## src/rtl/bitcnt_pkg.sv

```systemverilog
// Shared types for the iterative count-leading/trailing/pop sequencer:
// operation codes, FSM state encodings and byte scan modes.
package bitcnt_pkg;

   typedef logic [31:0] word_t;

   typedef enum logic [1:0] {
      OP_CLZ = 2'b00,
      OP_CLO = 2'b01,
      OP_CTZ = 2'b10,
      OP_POP = 2'b11
   } bitcnt_op_t;

   // FSM state encodings, kept as plain constants so older tools and
   // waveform scripts can match on raw values.
   typedef logic [1:0] bitcnt_state_t;
   localparam bitcnt_state_t ST_IDLE = 2'd0;
   localparam bitcnt_state_t ST_SCAN = 2'd1;
   localparam bitcnt_state_t ST_DONE = 2'd2;

   typedef enum logic [1:0] {
      SCAN_LZ  = 2'd0,
      SCAN_TZ  = 2'd1,
      SCAN_POP = 2'd2
   } scan_mode_t;

   // Byte count that means "the whole byte was zero" (LZ/TZ modes).
   localparam logic [3:0] BYTE_FULL = 4'd8;

   // Byte index of the first byte scanned for a given operation:
   // leading counts start at the top byte, the others at the bottom.
   function automatic logic [1:0] first_idx(input bitcnt_op_t o);
      logic [1:0] r;
      case (o)
         OP_CLZ, OP_CLO: r = 2'd3;
         OP_CTZ, OP_POP: r = 2'd0;
         default:        r = 2'd0;
      endcase
      return r;
   endfunction

   // Scan mode used by the shared byte unit for a given operation.
   function automatic scan_mode_t op_mode(input bitcnt_op_t o);
      scan_mode_t m;
      case (o)
         OP_CLZ, OP_CLO: m = SCAN_LZ;
         OP_CTZ:         m = SCAN_TZ;
         OP_POP:         m = SCAN_POP;
         default:        m = SCAN_POP;
      endcase
      return m;
   endfunction

endpackage

```

## src/rtl/bitcount_seq_byte_scan.sv

```systemverilog
// Combinational 8-bit scan unit: leading-zero, trailing-zero or popcount
// of one byte, result 0..8.
module byte_scan
   import bitcnt_pkg::*;
(
   input  logic [7:0] val,
   input  logic [1:0] mode,
   output logic [3:0] cnt
);

   logic [3:0] lz;
   logic [3:0] tz;
   logic [3:0] pc;

   // Leading zeros: the highest set bit seen last determines the count.
   always_comb begin
      lz = BYTE_FULL;
      for (int i = 0; i < 8; i++) begin
         if (val[i]) begin
            lz = 4'd7 - 4'(i);
         end else begin
            lz = lz;
         end
      end
   end

   // Trailing zeros: scanning downward, the lowest set bit is seen last.
   always_comb begin
      tz = BYTE_FULL;
      for (int i = 7; i >= 0; i--) begin
         if (val[i]) begin
            tz = 4'(i);
         end else begin
            tz = tz;
         end
      end
   end

   // Population count of the byte.
   always_comb begin
      pc = 4'd0;
      for (int i = 0; i < 8; i++) begin
         pc = pc + {3'b000, val[i]};
      end
   end

   // Select the count for the requested mode.
   always_comb begin
      case (scan_mode_t'(mode))
         SCAN_LZ:  cnt = lz;
         SCAN_TZ:  cnt = tz;
         SCAN_POP: cnt = pc;
         default:  cnt = 4'd0;
      endcase
   end

endmodule

```

## src/rtl/bitcount_seq.sv

```systemverilog
// Multi-cycle CLZ/CLO/CTZ/POPCNT sequencer. One shared byte scan unit walks
// the operand a byte per cycle, optionally stopping at the first byte that
// is not all-zero. Raises a stall request while busy and honours flush.
module bitcount_seq
   import bitcnt_pkg::*;
#(
   parameter int EARLY_EXIT = 1
)
(
   input  logic        clk,
   input  logic        rst,
   input  logic        start,
   input  logic [1:0]  op,
   input  logic [31:0] operand,
   input  logic        flush,
   output logic        busy,
   output logic        stall_req,
   output logic        result_valid,
   output logic [31:0] result
);

   bitcnt_state_t state;
   bitcnt_state_t state_next;

   bitcnt_op_t    op_in;
   bitcnt_op_t    op_q;
   word_t         data_q;
   logic [5:0]    acc;
   logic [5:0]    acc_next;
   logic [1:0]    idx;
   logic [1:0]    idx_next;
   logic          hit;

   logic          accept;
   logic          scan_step;
   logic          finish;
   logic          byte_stop;
   logic          early;
   logic [7:0]    cur_byte;
   logic [3:0]    cnt;
   logic [3:0]    add;
   scan_mode_t    mode;

   assign op_in     = bitcnt_op_t'(op);
   assign early     = (EARLY_EXIT != 0);
   assign busy      = (state == ST_SCAN);
   assign accept    = start & ~busy & ~flush;
   assign stall_req = busy | accept;
   assign scan_step = busy & ~flush;
   assign mode      = op_mode(op_q);

   // Pick the byte currently under the scan unit.
   always_comb begin
      case (idx)
         2'd0:    cur_byte = data_q[7:0];
         2'd1:    cur_byte = data_q[15:8];
         2'd2:    cur_byte = data_q[23:16];
         2'd3:    cur_byte = data_q[31:24];
         default: cur_byte = 8'd0;
      endcase
   end

   byte_scan u_byte_scan (
      .val  (cur_byte),
      .mode (mode),
      .cnt  (cnt)
   );

   // Accumulate, masking every byte after the first non-full one so a
   // full scan (no early exit) still yields the boundary-limited count.
   always_comb begin
      byte_stop = (op_q != OP_POP) && (cnt != BYTE_FULL);
      if (hit) begin
         add = 4'd0;
      end else begin
         add = cnt;
      end
      acc_next = acc + {2'b00, add};
   end

   // Termination test and byte walk direction for the current operation.
   always_comb begin
      case (op_q)
         OP_CLZ, OP_CLO: begin
            finish   = (early && byte_stop) || (idx == 2'd0);
            idx_next = idx - 2'd1;
         end
         OP_CTZ: begin
            finish   = (early && byte_stop) || (idx == 2'd3);
            idx_next = idx + 2'd1;
         end
         OP_POP: begin
            finish   = (idx == 2'd3);
            idx_next = idx + 2'd1;
         end
         default: begin
            finish   = 1'b1;
            idx_next = idx;
         end
      endcase
   end

   // Next-state logic; flush always returns to IDLE and beats a start.
   always_comb begin
      if (flush) begin
         state_next = ST_IDLE;
      end else begin
         case (state)
            ST_IDLE: begin
               if (accept) begin
                  state_next = ST_SCAN;
               end else begin
                  state_next = ST_IDLE;
               end
            end
            ST_SCAN: begin
               if (finish) begin
                  state_next = ST_DONE;
               end else begin
                  state_next = ST_SCAN;
               end
            end
            ST_DONE: begin
               if (accept) begin
                  state_next = ST_SCAN;
               end else begin
                  state_next = ST_IDLE;
               end
            end
            default: state_next = ST_IDLE;
         endcase
      end
   end

   // FSM state register.
   always_ff @(posedge clk) begin
      if (rst) begin
         state <= ST_IDLE;
      end else begin
         state <= state_next;
      end
   end

   // Operation latch on accept, then per-byte accumulation while scanning.
   always_ff @(posedge clk) begin
      if (rst) begin
         op_q   <= OP_CLZ;
         data_q <= 32'd0;
         acc    <= 6'd0;
         idx    <= 2'd0;
         hit    <= 1'b0;
      end else if (accept) begin
         op_q   <= op_in;
         data_q <= (op_in == OP_CLO) ? ~operand : operand;
         acc    <= 6'd0;
         idx    <= first_idx(op_in);
         hit    <= 1'b0;
      end else if (scan_step) begin
         acc    <= acc_next;
         idx    <= finish ? idx : idx_next;
         hit    <= hit | byte_stop;
      end else begin
         op_q   <= op_q;
         data_q <= data_q;
         acc    <= acc;
         idx    <= idx;
         hit    <= hit;
      end
   end

   // Result register and one-cycle valid pulse; the result is held
   // until the next completed operation.
   always_ff @(posedge clk) begin
      if (rst) begin
         result       <= 32'd0;
         result_valid <= 1'b0;
      end else begin
         result_valid <= scan_step & finish;
         if (scan_step && finish) begin
            result <= {26'd0, acc_next};
         end else begin
            result <= result;
         end
      end
   end

endmodule

```

## config.mk

```make
export PLATFORM = sky130hd
export DESIGN_NAME = bitcount_seq
export DESIGN_NICKNAME = d
export VERILOG_FILES = /design/src/rtl/bitcnt_pkg.sv /design/src/rtl/bitcount_seq_byte_scan.sv /design/src/rtl/bitcount_seq.sv
export SDC_FILE = /design/constraint.sdc
export NUM_CORES = 1
export LEC_CHECK = 0
export ABC_AREA = 1
export BUFFER_PORTS_ARGS = -buffer_cell sky130_fd_sc_hd__buf_4
export CAP_MARGIN = 20
export CORE_ASPECT_RATIO = 0.75
export CORE_MARGIN = 2
export CORE_UTILIZATION = 48
export DETAILED_ROUTE_END_ITERATION = 10
export PLACE_DENSITY = 0.72
export SLEW_MARGIN = 20
export SYNTH_ARGS = -nofsm -noshare
export SYNTH_HDL_FRONTEND = slang
export SYNTH_SLANG_ARGS = --single-unit
```

## constraint.sdc

```tcl
create_clock -name clk -period 6.7 [get_ports clk]
set_input_delay 2.01 -clock clk [delete_from_list [all_inputs] [get_ports clk]]
set_output_delay 2.01 -clock clk [all_outputs]
set_load 0.005 [all_outputs]
```

==> key figures <==
Final layout
  – Layout cells sized above 1: 0.1844
  – P&R area growth vs syn: 10.34%
  – Commonest non-fill, non-tap cells in the layout: 92 x nand2_1, 52 x dfxtp_1, 50 x a21oi_1, 48 x buf_4, 41 x o21ai_0
  – Leading cell type in the layout, fill and taps excluded: nand2_1
  – Final Instance Count excl. Fillers: 572
  – Antenna diodes: 0
  – Post-layout net count: 545
  – Layout Utilization: 0.5478

Timing
  – Fmax: 181.2 MHz
  – Final min period: 5.519 ns
  – Sum Neg Setup Slack: 0 ns
  – Slew of the pin with the lowest slew margin: 0.9559 ns
  – Final setup viols: 0
  – Final hold vios: 0
  – Worst rel slew slack: 0.3620
  – RSZ-0062 raised after global routing: false
  – Final Cycle Share: 0.8237
  – Final max-slew violation count: 0
  – Final Skew: 0.006933 ns

Setup path
  – Origin of the critical flop-to-flop path: idx[0]$_SDFFE_PP0P_
  – Reg2reg setup slack: 1.18 ns
  – Kind of critical path: register to register
  – Largest incremental delay on the critical path: 0.55 ns
  – Crit path capture: result[5]$_SDFFE_PP0P_
  – CP Capture Type: register
  – Critical path data arrival time: 5.73 ns
  – Critical Path Source: idx[0]$_SDFFE_PP0P_
  – Slowest stage cell, crit path: fa_1
  – Worst reg2reg path depth: 26
  – Worst Path Max Fanout: 14
  – Reg2reg end: result[5]$_SDFFE_PP0P_
  – Critical path data required time: 6.91 ns
  – Startpoint types: register

Global route
  – Total GRT Usage: 0.1859
  – Initial antenna violation count: 0
  – Number of global-route vias before repair: 2,555
  – GRT overflow: 0
  – First-pass GRT wire length: 11,580 um
  – Pin count of the biggest net entering global routing: 59

Floorplan
  – DIE AREA: 0.007726 mm2
  – Chip height: 76.63 um
  – Chip width: 100.8 um
  – Initial Util: 0.4965
  – Cell Rows: 26
  – I/O pins: 73
  – Core area: 0.006799 mm2

Power
  – PD cells: 207.0 mW/mm2
  – Pwr Total: 0.7709 mW
  – Worst vdd ir: 0.09700 mV
  – LEAKAGE: 1.812 nW

Placed design
  – GP Congestion: 0.8523
  – Placed cells: 564
  – Post-DP HPWL: 5182 um
  – Port buffer count: 46

Clock network
  – Clock transition at the registers of the reported paths: 0.10 ns
  – CTS tree: done
  – Post-CTS Setup Repair Bufs: 0
  – Clock latency at the later pin of the worst-skew pair: 0.31 ns
  – Clock Tree Root: clkbuf_8
  – Hold Buf Count CTS: 0
  – Inserted Clock Buffers: 5
  – H-tree depth: 2
  – Resized cells post-CTS: 0
  – Clock sink count: 52
  – Clock Tree Buf Depth: 2

Logic synthesis
  – Largest family of logic cells by synthesized area: simple AND/OR/NAND/NOR gates
  – Post-synthesis sequential area ratio: 0.3084
  – Post-Synth Simple-Gate Area: 0.1987
  – Synth Area in Compound Gates: 0.1716
  – Yosys warnings: 0
  – Avg Cell Area, Syn: 7.468 um2
  – Proportion of synthesized area in mux cells: 0
  – Synthesized flop and latch total: 52
  – Post-synth cell types: 34
  – Post-Synthesis Cells: 452
  – Adder-Cell Fraction of Synth Area: 0.08525
  – Netlist Area Pre-Place: 0.003376 mm2
  – Synth Area in XOR/XNOR: 0.09600

Route
  – Drt pass-1 iters: 4
  – Initial DRC count: 125
  – Vias/cell: 4.850
  – Via count: 2,774
  – Routed WL: 6788 um
  – WL/cell: 11.87 um
  – Drc violations: 0
  – Final ANT Viol Nets: 0

Flow run
  – Maxcap violations: 0

Worst hold path
  – Worst hold path type: register to register

Outcome
  – Outcome: finished clean
-- power by group --
| group | internal, mW | switching, mW |
|---|---|---|
| clock | 0.0748 | 0.111 |
| sequential | 0.327 | 0.0106 |
| combinational | 0.0989 | 0.148 |
| total | 0.501 | 0.270 |
-- kinds of logic after synthesis --
group / after synthesis
AOI/OAI and AO/OA: 105
adders and majority gates: 20
xor gates and xnor gates: 37
DFF: 52
other: 1
buffers and inverters: 91
and+or+nand+nor: 146
-- worst max-delay path: cells and delay by family (launching register included) --
| kind | cells | cell delay, ns |
|---|---|---|
| flip-flops | 1 | 0.40 |
| buffers and inverters | 5 | 0.56 |
| XOR/XNOR | 1 | 0.13 |
| AO/OA/AOI/OAI | 8 | 1.21 |
| adder cells (fa/ha/maj) | 7 | 2.67 |
| AND/OR/NAND/NOR | 5 | 0.43 |
-- flip-flops by register name, summed over array words and instances (netlist names) --
signal and flops:
data_q 32, acc 6, result 6, idx 2, op_q 2, state 2
hit 1, result_valid 1
-- cells in the mapped netlist, drive strengths merged --
cell	n	area share
clkinv	1	0.0011
o21ai	49	0.079
a21o	1	0.0022
nand3b	1	0.0022
buf	35	0.077
dfxtp	52	0.31
nand2	100	0.12
o21bai	1	0.0056
fa	5	0.030
inv	45	0.050
o211ai	2	0.0044
nand3	13	0.024
xnor2	5	0.013
o22ai	1	0.0037
nand4	1	0.0063
ha	15	0.056
nor2	31	0.046
clkbuf	10	0.011
a21oi	50	0.074
conb	1	0.0011
a211oi	1	0.0022
xor2	32	0.083
-- layout make-up --
cell class	count	area (um2)
Sequential cell	52	1041
Clock inverter	2	13.76
Fill cell	654	3074
Multi-Input combinational cell	334	1959
Inverter	46	172.7
Clock buffer	6	72.57
Timing Repair Buffer	48	360.3
Tap cell	84	105.1
-- how the worst min path moves through the flow --
stage | startpoint | endpoint | depth (start not counted)
after global placement | result[5]$_SDFFE_PP0P_ | result[5]$_SDFFE_PP0P_ | 2
after floorplan | data_q[1]$_SDFFE_PP0P_ | data_q[1]$_SDFFE_PP0P_ | 2
after CTS | result[5]$_SDFFE_PP0P_ | result[5]$_SDFFE_PP0P_ | 2
final | result[5]$_SDFFE_PP0P_ | result[5]$_SDFFE_PP0P_ | 2
after global routing | result[5]$_SDFFE_PP0P_ | result[5]$_SDFFE_PP0P_ | 2
after detailed placement | result[5]$_SDFFE_PP0P_ | result[5]$_SDFFE_PP0P_ | 2
-- metal layers --
metal | GRT usage | vias up | share of wire
li1 | - | 1457 | -
met1 | 0.2773 | 1235 | 0.50
met2 | 0.2700 | 75 | 0.43
met3 | 0.03853 | 7 | 0.062
met4 | 0.04932 | 0 | 0.010
met5 | 0 | - | 0
-- metrics by stage --
step | hold WS (ns) | cell area [um2] | worst slack [ns]
after floorplan | 0.4292 | 3470 | 1.703
after global placement | 0.4444 | 3638 | 1.384
after detailed placement | 0.4474 | 3638 | 1.209
after CTS | 0.4615 | 3725 | 1.187
after global routing | 0.4787 | 3725 | 0.7761
final | 0.4655 | 3725 | 1.181
Power figures use the tool's default switching activity.
